==> config.mk <==
export PLATFORM = sky130hd
export DESIGN_NAME = mem_wb_stage
export DESIGN_NICKNAME = d
export VERILOG_FILES = /design/src/rtl/riscv_pkg.sv /design/src/rtl/load_extract.sv /design/src/rtl/mem_wb_stage.sv
export SDC_FILE = /design/constraint.sdc
export NUM_CORES = 1
export LEC_CHECK = 0
export CAP_MARGIN = 25
export CORE_ASPECT_RATIO = 0.75
export CORE_MARGIN = 5
export CORE_UTILIZATION = 58
export CTS_CLUSTER_SIZE = 28
export DETAILED_ROUTE_END_ITERATION = 8
export PLACE_DENSITY = 0.93
export SLEW_MARGIN = 20
export SYNTH_ARGS = -nofsm -noshare
export SYNTH_HDL_FRONTEND = slang
export SYNTH_SLANG_ARGS = --single-unit
==> constraint.sdc <==
create_clock -name clk -period 3.35 [get_ports clk]
set_input_delay 0.335 -clock clk [delete_from_list [all_inputs] [get_ports clk]]
set_output_delay 0.335 -clock clk [all_outputs]
set_load 0.01 [all_outputs]
==> src/rtl/riscv_pkg.sv <==
// rtl/riscv_pkg.sv - shared types and constants for the MEM->WB stage
package riscv_pkg;

  localparam int ENTRY_XLEN = 32;
  localparam int ENTRY_RA_W = 5;
  localparam int ENTRY_SB_W = 8;

  typedef enum logic [1:0] {
    WB_ALU  = 2'b00,
    WB_LOAD = 2'b01,
    WB_PC4  = 2'b10,
    WB_RSVD = 2'b11
  } wb_sel_e;

  localparam logic [2:0] F3_LB  = 3'b000;
  localparam logic [2:0] F3_LH  = 3'b001;
  localparam logic [2:0] F3_LW  = 3'b010;
  localparam logic [2:0] F3_LBU = 3'b100;
  localparam logic [2:0] F3_LHU = 3'b101;

  typedef struct packed {
    logic [ENTRY_XLEN-1:0] load_data;
    logic [ENTRY_XLEN-1:0] alu_result;
    logic [ENTRY_XLEN-1:0] pc_plus4;
    logic [ENTRY_RA_W-1:0] rd;
    logic                  reg_write;
    wb_sel_e               wb_sel;
    logic [2:0]            funct3;
    logic [ENTRY_SB_W-1:0] sb;
  } mem_wb_entry_t;

endpackage

==> src/rtl/load_extract.sv <==
// rtl/load_extract.sv - combinational load byte/half extraction and extension
module load_extract
  import riscv_pkg::*;
#(
  parameter int XLEN = ENTRY_XLEN
) (
  input  logic [XLEN-1:0] word,
  input  logic [1:0]      off,
  input  logic [2:0]      funct3,
  output logic [XLEN-1:0] result
);

  logic [7:0]  byte_sel;
  logic [15:0] half_sel;

  always_comb begin
    byte_sel = word[{off, 3'b000} +: 8];
    // off[0] is ignored for halves; misalignment is not trapped here
    half_sel = off[1] ? word[31:16] : word[15:0];
    case (funct3)
      F3_LB:   result = {{(XLEN-8){byte_sel[7]}}, byte_sel};
      F3_LH:   result = {{(XLEN-16){half_sel[15]}}, half_sel};
      F3_LBU:  result = {{(XLEN-8){1'b0}}, byte_sel};
      F3_LHU:  result = {{(XLEN-16){1'b0}}, half_sel};
      default: result = word;
    endcase
  end

endmodule

==> src/rtl/mem_wb_stage.sv <==
// rtl/mem_wb_stage.sv - MEM->WB register stage with skid buffer, flush and write-back select
module mem_wb_stage
  import riscv_pkg::*;
#(
  parameter int XLEN       = ENTRY_XLEN,
  parameter int REG_ADDR_W = ENTRY_RA_W,
  parameter int SB_W       = ENTRY_SB_W,
  parameter int SKID       = 1
) (
  input  logic                  clk,
  input  logic                  resetn,
  input  logic                  flush,
  input  logic                  in_valid,
  output logic                  in_ready,
  input  logic [XLEN-1:0]       in_load_data,
  input  logic [XLEN-1:0]       in_alu_result,
  input  logic [XLEN-1:0]       in_pc_plus4,
  input  logic [REG_ADDR_W-1:0] in_rd,
  input  logic                  in_reg_write,
  input  logic [1:0]            in_wb_sel,
  input  logic [2:0]            in_funct3,
  input  logic [SB_W-1:0]       in_sb,
  output logic                  out_valid,
  input  logic                  out_ready,
  output logic [XLEN-1:0]       out_wb_data,
  output logic [REG_ADDR_W-1:0] out_rd,
  output logic                  out_reg_write,
  output logic [SB_W-1:0]       out_sb
);

  mem_wb_entry_t   main_q, main_d, skid_q, skid_d, in_entry;
  logic            main_valid_q, main_valid_d, skid_valid_q, skid_valid_d;
  logic            accept, drain;
  logic [XLEN-1:0] load_val, wb_val;

  // With the skid buffer, in_ready depends only on registered state (no path from out_ready)
  assign in_ready = resetn & ((SKID != 0) ? ~skid_valid_q : (out_ready | ~main_valid_q));
  assign accept   = in_valid & in_ready;
  assign drain    = main_valid_q & out_ready;

  always_comb begin
    in_entry = '{
      load_data:  in_load_data,
      alu_result: in_alu_result,
      pc_plus4:   in_pc_plus4,
      rd:         in_rd,
      reg_write:  in_reg_write,
      wb_sel:     wb_sel_e'(in_wb_sel),
      funct3:     in_funct3,
      sb:         in_sb
    };
  end

  always_comb begin
    main_d       = main_q;
    skid_d       = skid_q;
    main_valid_d = main_valid_q;
    skid_valid_d = skid_valid_q;
    if (flush) begin
      main_valid_d = 1'b0;
      skid_valid_d = 1'b0;
    end else if ((SKID != 0) && drain && skid_valid_q) begin
      main_d       = skid_q;
      skid_valid_d = 1'b0;
    end else if (accept && (!main_valid_q || drain)) begin
      main_d       = in_entry;
      main_valid_d = 1'b1;
    end else if (accept && (SKID != 0)) begin
      skid_d       = in_entry;
      skid_valid_d = 1'b1;
    end else if (drain) begin
      main_valid_d = 1'b0;
    end
  end

  always_ff @(posedge clk) begin
    if (!resetn) begin
      main_q       <= '0;
      skid_q       <= '0;
      main_valid_q <= 1'b0;
      skid_valid_q <= 1'b0;
    end else begin
      main_q       <= main_d;
      skid_q       <= skid_d;
      main_valid_q <= main_valid_d;
      skid_valid_q <= skid_valid_d;
    end
  end

  load_extract #(.XLEN(XLEN)) u_load_extract (
    .word   (main_q.load_data),
    .off    (main_q.alu_result[1:0]),
    .funct3 (main_q.funct3),
    .result (load_val)
  );

  always_comb begin
    case (main_q.wb_sel)
      WB_LOAD: wb_val = load_val;
      WB_PC4:  wb_val = main_q.pc_plus4;
      default: wb_val = main_q.alu_result;
    endcase
  end

  // Stale fields survive a flush, so every output is gated by the head valid bit
  assign out_valid     = main_valid_q;
  assign out_wb_data   = main_valid_q ? wb_val : '0;
  assign out_rd        = main_valid_q ? main_q.rd : '0;
  assign out_sb        = main_valid_q ? main_q.sb : '0;
  assign out_reg_write = main_valid_q & main_q.reg_write & (|main_q.rd);

endmodule

# --- After elaboration in Yosys (flattened, before gate mapping) ---
# Index checks and enable logic that the tools add are counted.
totals:
  in_bits: 120
  elab_cells: 60
  reg_bits: 232
classes:
  shifts: 1
  n_eq_ne: 6
  n_reduce_logical: 14
  mux: 11
  n_bitwise: 10
op_table:
  columns: ["op", "count"]
  rows:
  - ["$mux W115", 2]
  - ["$pmux W32 S4", 1]
  - ["$pmux W32 S2", 1]
  - ["$mux W32", 1]
  - ["$shiftx A32 B6 Y8", 1]
  - ["$mux W16", 1]
  - ["$mux W8", 1]
  - ["$eq A3 B3 Y1 const B", 2]
  - ["$and A1 B1 Y1", 5]
  - ["$mux W5", 1]
  - ["$not A1 Y1", 5]
  - ["$reduce_or A5 Y1", 1]
  - ["$reduce_and A2 Y1", 2]
  - ["$reduce_and A4 Y1", 1]
  - ["$reduce_bool A2 Y1", 2]
  - ["$eq A3 B1 Y1 const B", 1]
  - ["$logic_not A3 Y1", 1]
  - ["$mux W1", 3]
  - ["$reduce_and A3 Y1", 1]
  - ["$reduce_or A3 Y1", 1]
  - ["$eq A2 B1 Y1 const B", 1]
  - ["$eq A2 B2 Y1 const B", 1]
  - ["$logic_and A1 B1 Y1", 2]
  - ["$ne A2 B1 Y1 const B", 1]
  - ["3 further kinds", 3]

# --- Logic depth before layout (Yosys ltp) ---
# Gate-level depths: netlist (run 1).
logic_depth:
  word_depth: 6
  mapped_depth: 8

# --- By module ---
# A second synthesis (run 1) with hierarchy kept.
hier_totals:
  hier_cells: 1773
  hier_area_um2: 13819.5
by_module_without_submodules:
  columns: ["mod", "n_inst", "seq_area_each_um2", "cells_each", "area_each_um2"]
  rows:
  - ["mem_wb_stage", 1, 4644.5, 1655, 13058.8]
  - ["load_extract", 1, 0.0, 118, 760.7]

# --- Worst setup path after synthesis (run 1) ---
# Ideal clock, no wire load.
synth_path:
  path_kind: "reg-to-output"
  start: "register main_q[11] (netlist bit)"
  end: "output out_wb_data[7]"
  n_path_buf: 2
  t_arrival_ns: 1.728
  stages_incl_launch_ff: 9
  slack_ns: 1.287
  required_time_ns: 3.015
  path_cell_list: "dfxtp_1 inv_1 ha_1 clkbuf_1 inv_1 and3_1 clkbuf_1 a32o_1 a21o_1"
synth_between:
  elab_chain_len: 3
  elab_cells_between_ends: 4
  classes_between: "2 x eq/ne; 2 x mux"
synth_lines:
  columns: ["element", "line", "rtl"]
  rows:
  - ["start: declaration", "mem_wb_stage.sv:31", "mem_wb_entry_t main_q, main_d, skid_q, skid_d, in_entry;"]
  - ["start signal: assignment", "mem_wb_stage.sv:83", "main_q <= main_d;"]
  - ["$eq A2 B2 Y1 / $eq A2 B1 Y1 (equally long branches)", "mem_wb_stage.sv:98", "case (main_q.wb_sel)"]
  - ["$pmux W32 S2 *", "mem_wb_stage.sv:98", null]
  - ["$mux W32 *", "mem_wb_stage.sv:107", "assign out_wb_data = main_valid_q ? wb_val : '0;"]
  - ["end: declaration", "mem_wb_stage.sv:25", "output logic [XLEN-1:0] out_wb_data,"]
# Mark *: on every way between the ends. The rest lies on a longest branch, timed or not.

# --- Worst setup path after layout (run 1) ---
layout_path:
  start: "register main_q[11] (netlist bit)"
  end: "output out_wb_data[22]"
# Same word-level chain as after synthesis.

==> results of run 1 <==
-- how the worst max path moves through the flow --
| stage | slack [ps] | startpoint | cells past startpoint | end |
|---|---|---|---|---|
| finish | 170 | main_q[11] | 7 | out_wb_data[22] |
| global route | 40 | main_q[52] | 5 | out_wb_data[8] |
| CTS | 70 | main_q[11] | 7 | out_wb_data[30] |
| detailed placement | 610 | main_q[11] | 7 | out_wb_data[18] |
| global placement | 630 | main_q[11] | 7 | out_wb_data[21] |
| floorplan | 1290 | main_q[11] | 8 | out_wb_data[7] |
-- cell type report --
cell class | instances | share of cell area [%]
Inverter | 13 | 0.3664
Clock buffer | 33 | 5.130
Clock inverter | 5 | 0.6013
Sequential cell | 232 | 34.87
Multi-Input combinational cell | 865 | 42.38
Antenna cell | 1 | 0.01879
Timing Repair Buffer | 188 | 14.31
Tap cell | 247 | 2.321
-- cells in the final DEF, fill, tap and decap left out, types with 2 or more instances in the layout --
cell | synthesis | routed
mux2i_1 | 125 | 125
a21boi_0 | 65 | 65
clkdlybuf4s50_1 | 0 | 166
dfxtp_1 | 232 | 232
clkbuf_8 | 0 | 7
o22ai_1 | 7 | 7
buf_4 | 14 | 15
nor2b_1 | 3 | 3
o211ai_1 | 7 | 7
and2_1 | 14 | 13
nor2_1 | 2 | 2
inv_1 | 13 | 13
a21oi_1 | 36 | 36
nor3b_1 | 3 | 3
and3_1 | 3 | 3
bufinv_16 | 0 | 2
a32oi_1 | 14 | 14
clkinvlp_4 | 0 | 2
o21ai_0 | 34 | 34
nor3_1 | 2 | 2
nand2_1 | 349 | 349
buf_12 | 0 | 6
clkbuf_16 | 0 | 23
a22oi_1 | 16 | 16
nand2b_1 | 4 | 4
clkbuf_1 | 51 | 3
o211a_1 | 115 | 115
a21boi_1 | 50 | 50
-- layer usage --
metal / GRT usage, % / up-vias / wire length [um]
met1: 36.44 / 4517 / 12800
met3: 7.832 / 62 / 3202
met2: 41.41 / 428 / 13360
met5: 0 / - / 29
met4: 7.538 / 4 / 940
li1: - / 4464 / -
-- registers in the layout, indices dropped and copies added, names as in the netlist --
signal	cells
out_valid	1
skid_valid_q	1
main_q	115
skid_q	115
-- synthesized netlist by cell type (2+ instances only) --
cell type / number / area [um2]
nand2_1: 349 / 1310
dfxtp_1: 232 / 4644
mux2i_1: 125 / 1251
o211a_1: 115 / 1151
a21boi_0: 65 / 488.0
clkbuf_1: 51 / 191.4
a21boi_1: 50 / 375.4
buf_2: 42 / 210.2
a21oi_1: 36 / 180.2
o21ai_0: 34 / 170.2
a22oi_1: 16 / 120.1
a32oi_1: 14 / 122.6
and2_1: 14 / 87.58
buf_4: 14 / 105.1
inv_1: 13 / 48.80
o211ai_1: 7 / 52.55
o22ai_1: 7 / 43.79
buf_6: 6 / 67.56
nand2b_1: 4 / 25.02
and3_1: 3 / 18.77
nor2b_1: 3 / 18.77
nor3b_1: 3 / 22.52
ha_1: 2 / 25.02
nor2_1: 2 / 7.510
nor3_1: 2 / 10.01
-- critical path: stages (launching register included) --
cell	delay (ps)
dfxtp_1	350
inv_1	50
ha_2	510
inv_1	150
buf_4	220
o21ai_0	430
a21oi_1	110
clkdlybuf4s50_1	510
-- stage by stage --
step                hold WS (ps)  util [%]  std cells  power [W]
CTS                        186.7     72.13       1583   0.006158
floorplan                  434.4         -       1223   0.003259
global placement           438.9     68.00       1545   0.003548
detailed placement         444.1     68.00       1545   0.003561
finish                     202.4     72.17       1584   0.006138
global route               209.2     72.15       1583   0.006341
-- power groups by stage --
| stage | combinational [W] | clock [W] | sequential [W] |
|---|---|---|---|
| 6_report | 0.000590 | 0.00262 | 0.00293 |
| 5_1_grt | 0.000631 | 0.00278 | 0.00293 |
| 4_1_cts | 0.000583 | 0.00265 | 0.00292 |
| 2_1_floorplan | 0.000319 | 0 | 0.00294 |
| 3_3_place_gp | 0.000567 | 0 | 0.00298 |
| 3_5_place_dp | 0.000577 | 0 | 0.00298 |
-- kinds of logic after synthesis --
| group | synth area share [%] |
|---|---|
| AND/OR/NAND/NOR | 14.14 |
| flip-flops | 42.71 |
| multiplexers | 11.61 |
| adder cells (fa/ha/maj) | 0.2301 |
| AO/OA/AOI/OAI | 25.59 |
| buffers and inverters | 5.729 |
-- repair_timing --
item | in CTS | in global routing
gates resized for setup | 0 | 2
hold endpoints to repair | 0 | 0
endpoints found under the setup margin | 0 | 10
==> flow_summary_export.csv, run 1 <==
group,metric,value,unit
synth,synthArstFlopShare,0,%
finish,final_layout_size_suffix_gt1_share,4.865,%
routing,routed_via_density,5.982,
setup_path,startpoint_type,"flop",
clocking,cts-buffers-inserted,23,
clocking,clk_path_buf_depth,3,
clocking,cts.clk_slew.worst_paths,70,ps
setup_path,timing.critical_path.required,3010,ps
routing,drt_first_iter_violations,986,
clocking,post_cts.repair.setup_buffers,0,
sta,totalNegativeSetupSlack,0,ps
global_route,grt_max_degree,121,
sta,timing_worst_slew_pin_value,923.0,ps
sta,setup_repair_after_global_routing_missed_its_margin,"no",
finish,final-seq-area,4644,um2
setup_path,worst-r2r-setup-slack,760,ps
synth,mappedNetlistNets,1345,
placed_design,placedInstanceArea,12550,um2
sta,layout_setup_ws,165.2,ps
finish,number_of_inserted_filler_cells_in_the_final_layout,1322,
global_route,grt_pass1_wl,47.18,mm
setup_path,r2r.worst_path.cells,5,
clocking,clkSinkCount,232,
setup_path,setup.worst_path.class,"reg2out",
setup_path,timing.critical_path.fanout_max,21,
pwr,vdd_ir_drop_max,0.2764,mV
placed_design,port_buffers,167,
global_route,antenna_violations_before_repair,2,
sta,finClkSkew,8.641,ps
pwr,total_switching_power,0.001429,W
sta,final-hold-violation-count,0,
floorplanning,initial_core_util,58.93,%
pwr,comb_power_share,9.6,%
floorplanning,die_height,128.6,um
setup_path,r2r-end,"skid_q[42]",
setup_path,r2r-start,"out_valid",
floorplanning,rows,43,
sta,layout_worst_path_cycle_share,95.07,%
global_route,overflow_after_grt,0,
finish,area_growth_from_synthesis_to_layout,22.46,%
sta,worst_rel_slew_slack,38.38,%
pwr,seq_power_share,47.7,%
pwr,clockPowerShare,42.7,%
placed_design,finalWeightedCongestion,0.9780,
hold_path,hold-path-cell-count,2,
placed_design,placement.setup.worst_slack,613.2,ps
synth,synthDistinctLibCells,39,
sta,timing_max_transition_violations_final,0,
clocking,clock-root-buffer,"clkbuf_16",
placed_design,detailed_place_hpwl,20.56,mm
global_route,grt.total_usage,26.64,%
clocking,h-tree-depth,1,
global_route,grt_pass1_vias,8937,
floorplanning,die_width,168.1,um
sta,setup_viol,0,
finish,final_area,13320,um2
routing,route.detailed.drc,0,
synth,postSynthAreaPerCell,8.892,um2
synth,synth.ff_latch_count,232,
run,max_cap_violations,0,
pwr,leakage,6.591,nW
synth,seq_area_frac_synth,42.71,%
hold_path,hold_end,"main_q[17]",
finish,multi_input_comb_area,5644,um2
floorplanning,floorplan.die_area,21620,um2
routing,dr_total_vias,9475,
floorplanning,core,18450,um2
synth,synth.yosys.warnings,0,
routing,drt-wirelength-per-cell,19.15,um
finish,final_nets,1445,
pwr,cellPowerDensity,460.9,nW/um2
floorplanning,io_pins,168,
setup_path,worst_setup_path_end_kind,"output pin",
pwr,sw_share,23.29,%
pwr,cellInternalPower,0.004708,W
sta,achievable-frequency,0.3140,GHz
hold_path,min-delay-start,"resetn",
synth,synth_area,10880,um2
synth,synth-edff-count,0,
synth,synthCells,1223,
clocking,cts_hold_buffers,0,
sta,final.min_clock_period,3185,ps
clocking,clock_insertion_delay_worst_skew,500,ps
routing,detailedRoute.firstPassIterationCount,6,
hold_path,hold_class,"in2reg",
clocking,clock_tree_from_tritoncts,"built",
routing,count_of_antenna_violating_nets_left_after_detailed_routing,0,
routing,routed_wire_length,30.33,mm
setup_path,critPathArrivalTime,2850,ps
synth,synth-main-ff-cell,"dfxtp_1",
status,outcome,"completed",
Power figures use the tool's default switching activity.
==> inputs of run 2 (changes only) <==
ABC_CLOCK_PERIOD_IN_PS = 3350   (was default)
==> results of run 2 <==
Same layout as run 1: the final DEF is identical, and so are final timing and power.
==> inputs of run 3 (changes only) <==
GPL_TIMING_DRIVEN = 0   (was default)
SKIP_CTS_REPAIR_TIMING = 1   (was default)
==> flow_summary_export.csv, run 3 (same netlist as run 1, synthesis figures left out) <==
group,metric,value,unit
status,outcome,"completed",
routing,drt_first_iter_violations,1203,
setup_path,r2r-end,"skid_q[106]",
finish,diodes,0,
global_route,overflow_after_grt,0,
hold_path,hold_end,"out_valid",
clocking,clock_tree_from_tritoncts,"built",
run,max_cap_violations,0,
global_route,grt_pass1_vias,9802,
finish,final_layout_size_suffix_gt1_share,8.263,%
placed_design,finalWeightedCongestion,0.9960,
setup_path,timing.critical_path.required,3010,ps
routing,routed_wire_length,34.03,mm
setup_path,worst-r2r-setup-slack,770,ps
floorplanning,io_pins,168,
sta,setup_repair_after_global_routing_missed_its_margin,"no",
floorplanning,initial_core_util,58.93,%
floorplanning,die_width,168.1,um
placed_design,placement.setup.worst_slack,436.5,ps
clocking,h-tree-depth,1,
placed_design,placedInstanceArea,12850,um2
routing,maxUsedRoutingLayer,"met5",
floorplanning,die_height,128.6,um
hold_path,min-delay-start,"resetn",
hold_path,hold_class,"in2reg",
sta,achievable-frequency,0.3089,GHz
placed_design,detailed_place_hpwl,24.90,mm
setup_path,timing.critical_path.fanout_max,10,
routing,met2RoutedLength,14.67,mm
clocking,clkSinkCount,232,
sta,timing_worst_slew_pin_value,1070,ps
global_route,grt.total_usage,30.13,%
setup_path,r2r-start,"out_valid",
clocking,cts.clk_slew.worst_paths,60,ps
routing,routed_via_density,6.050,
setup_path,worst_setup_path_end_kind,"output pin",
sta,hold_ws,268.8,ps
clocking,cts-buffers-inserted,23,
floorplanning,core,18450,um2
finish,most_common_cell_after_layout_fill_and_taps_aside,"nand2_1",
sta,layout_worst_path_cycle_share,96.63,%
clocking,clock-root-buffer,"clkbuf_16",
routing,detailedRoute.firstPassIterationCount,6,
sta,timing_max_transition_violations_final,0,
setup_path,r2r.worst_path.cells,7,
global_route,grt_max_degree,15,
routing,count_of_antenna_violating_nets_left_after_detailed_routing,0,
finish,largest_registers,"main_q (115), skid_q (115)",
finish,final_area,13670,um2
global_route,antenna_violations_before_repair,1,
setup_path,setup.worst_path.class,"reg2out",
routing,met1Wirelength,14.21,mm
sta,final-hold-violation-count,0,
setup_path,startpoint_type,"flop",
finish,commonest_cells_after_routing_fill_and_taps_aside,"nand2_1 (349), dfxtp_1 (232), clkdlybuf4s50_1 (166)",
finish,area_growth_from_synthesis_to_layout,25.69,%
routing,met3_length,3.986,mm
sta,setup_viol,0,
floorplanning,rows,43,
clocking,clk_path_buf_depth,3,
pwr,vdd_ir_drop_max,0.2928,mV
sta,totalNegativeSetupSlack,0,ps
sta,finClkSkew,11.52,ps
sta,worst_rel_slew_slack,28.09,%
pwr,cellPowerDensity,453.8,nW/um2
global_route,grt_pass1_wl,52.31,mm
clocking,clock_insertion_delay_worst_skew,520,ps
finish,final_nets,1533,
sta,final.min_clock_period,3237,ps
placed_design,port_buffers,166,
routing,drt-wirelength-per-cell,20.31,um
routing,dr_total_vias,10130,
routing,route.detailed.drc,0,
hold_path,hold-path-cell-count,3,
sta,layout_setup_ws,113.0,ps
finish,number_of_inserted_filler_cells_in_the_final_layout,1292,
setup_path,critPathArrivalTime,2900,ps
floorplanning,floorplan.die_area,21620,um2
pwr,leakage,6.847,nW
==> run 3: routing by layer <==
| metal | vias to the layer above | track usage, % |
|---|---|---|
| li1 | 4644 | - |
| met3 | 99 | 7.924 |
| met5 | - | 0 |
| met4 | 2 | 8.588 |
| met1 | 4842 | 41.51 |
| met2 | 546 | 47.14 |
==> run 3: how the worst max path moves through the flow <==
stage	from	cells past startpoint	endpoint	slack, ps
final	main_q[11]	7	out_wb_data[24]	110
after global routing	main_q[11]	7	out_wb_data[12]	30
after CTS	main_q[11]	9	out_wb_data[12]	-180
after detailed placement	main_q[11]	9	out_wb_data[7]	440
after global placement	main_q[11]	9	out_wb_data[7]	470
after floorplan	main_q[11]	8	out_wb_data[7]	1290
==> run 3: critical path: stages (launching register included) <==
cell and delay [ps]:
dfxtp_1 400, inv_1 70, ha_2 470, inv_1 160
clkbuf_2 190, o21ai_0 460, a21oi_1 120, clkdlybuf4s50_1 510
==> run 3: report_power, final <==
group	internal, W	switching [W]
registers	0.00284	0.0000780
logic	0.000315	0.000324
clock network	0.00153	0.00112
==> run 3: final cells by class <==
cell class | count | area (um2) | share of cell area, %
Tap cell | 247 | 309.0 | 2.261
Buffer | 110 | 573.1 | 4.192
Clock inverter | 7 | 72.57 | 0.5309
Multi-Input combinational cell | 865 | 5659 | 41.40
Inverter | 13 | 48.80 | 0.3570
Clock buffer | 35 | 700.7 | 5.126
Timing Repair Buffer | 166 | 1662 | 12.16
Sequential cell | 232 | 4644 | 33.98
==> run 3: through the flow <==
| step | util (%) | total power (W) | cells |
|---|---|---|---|
| 2_1_floorplan | - | 0.003259 | 1223 |
| 3_3_place_gp | 69.61 | 0.003568 | 1636 |
| 3_5_place_dp | 69.61 | 0.003585 | 1636 |
| 4_1_cts | 73.80 | 0.006172 | 1678 |
| 5_1_grt | 74.07 | 0.006365 | 1675 |
| 6_report | 74.07 | 0.006203 | 1675 |
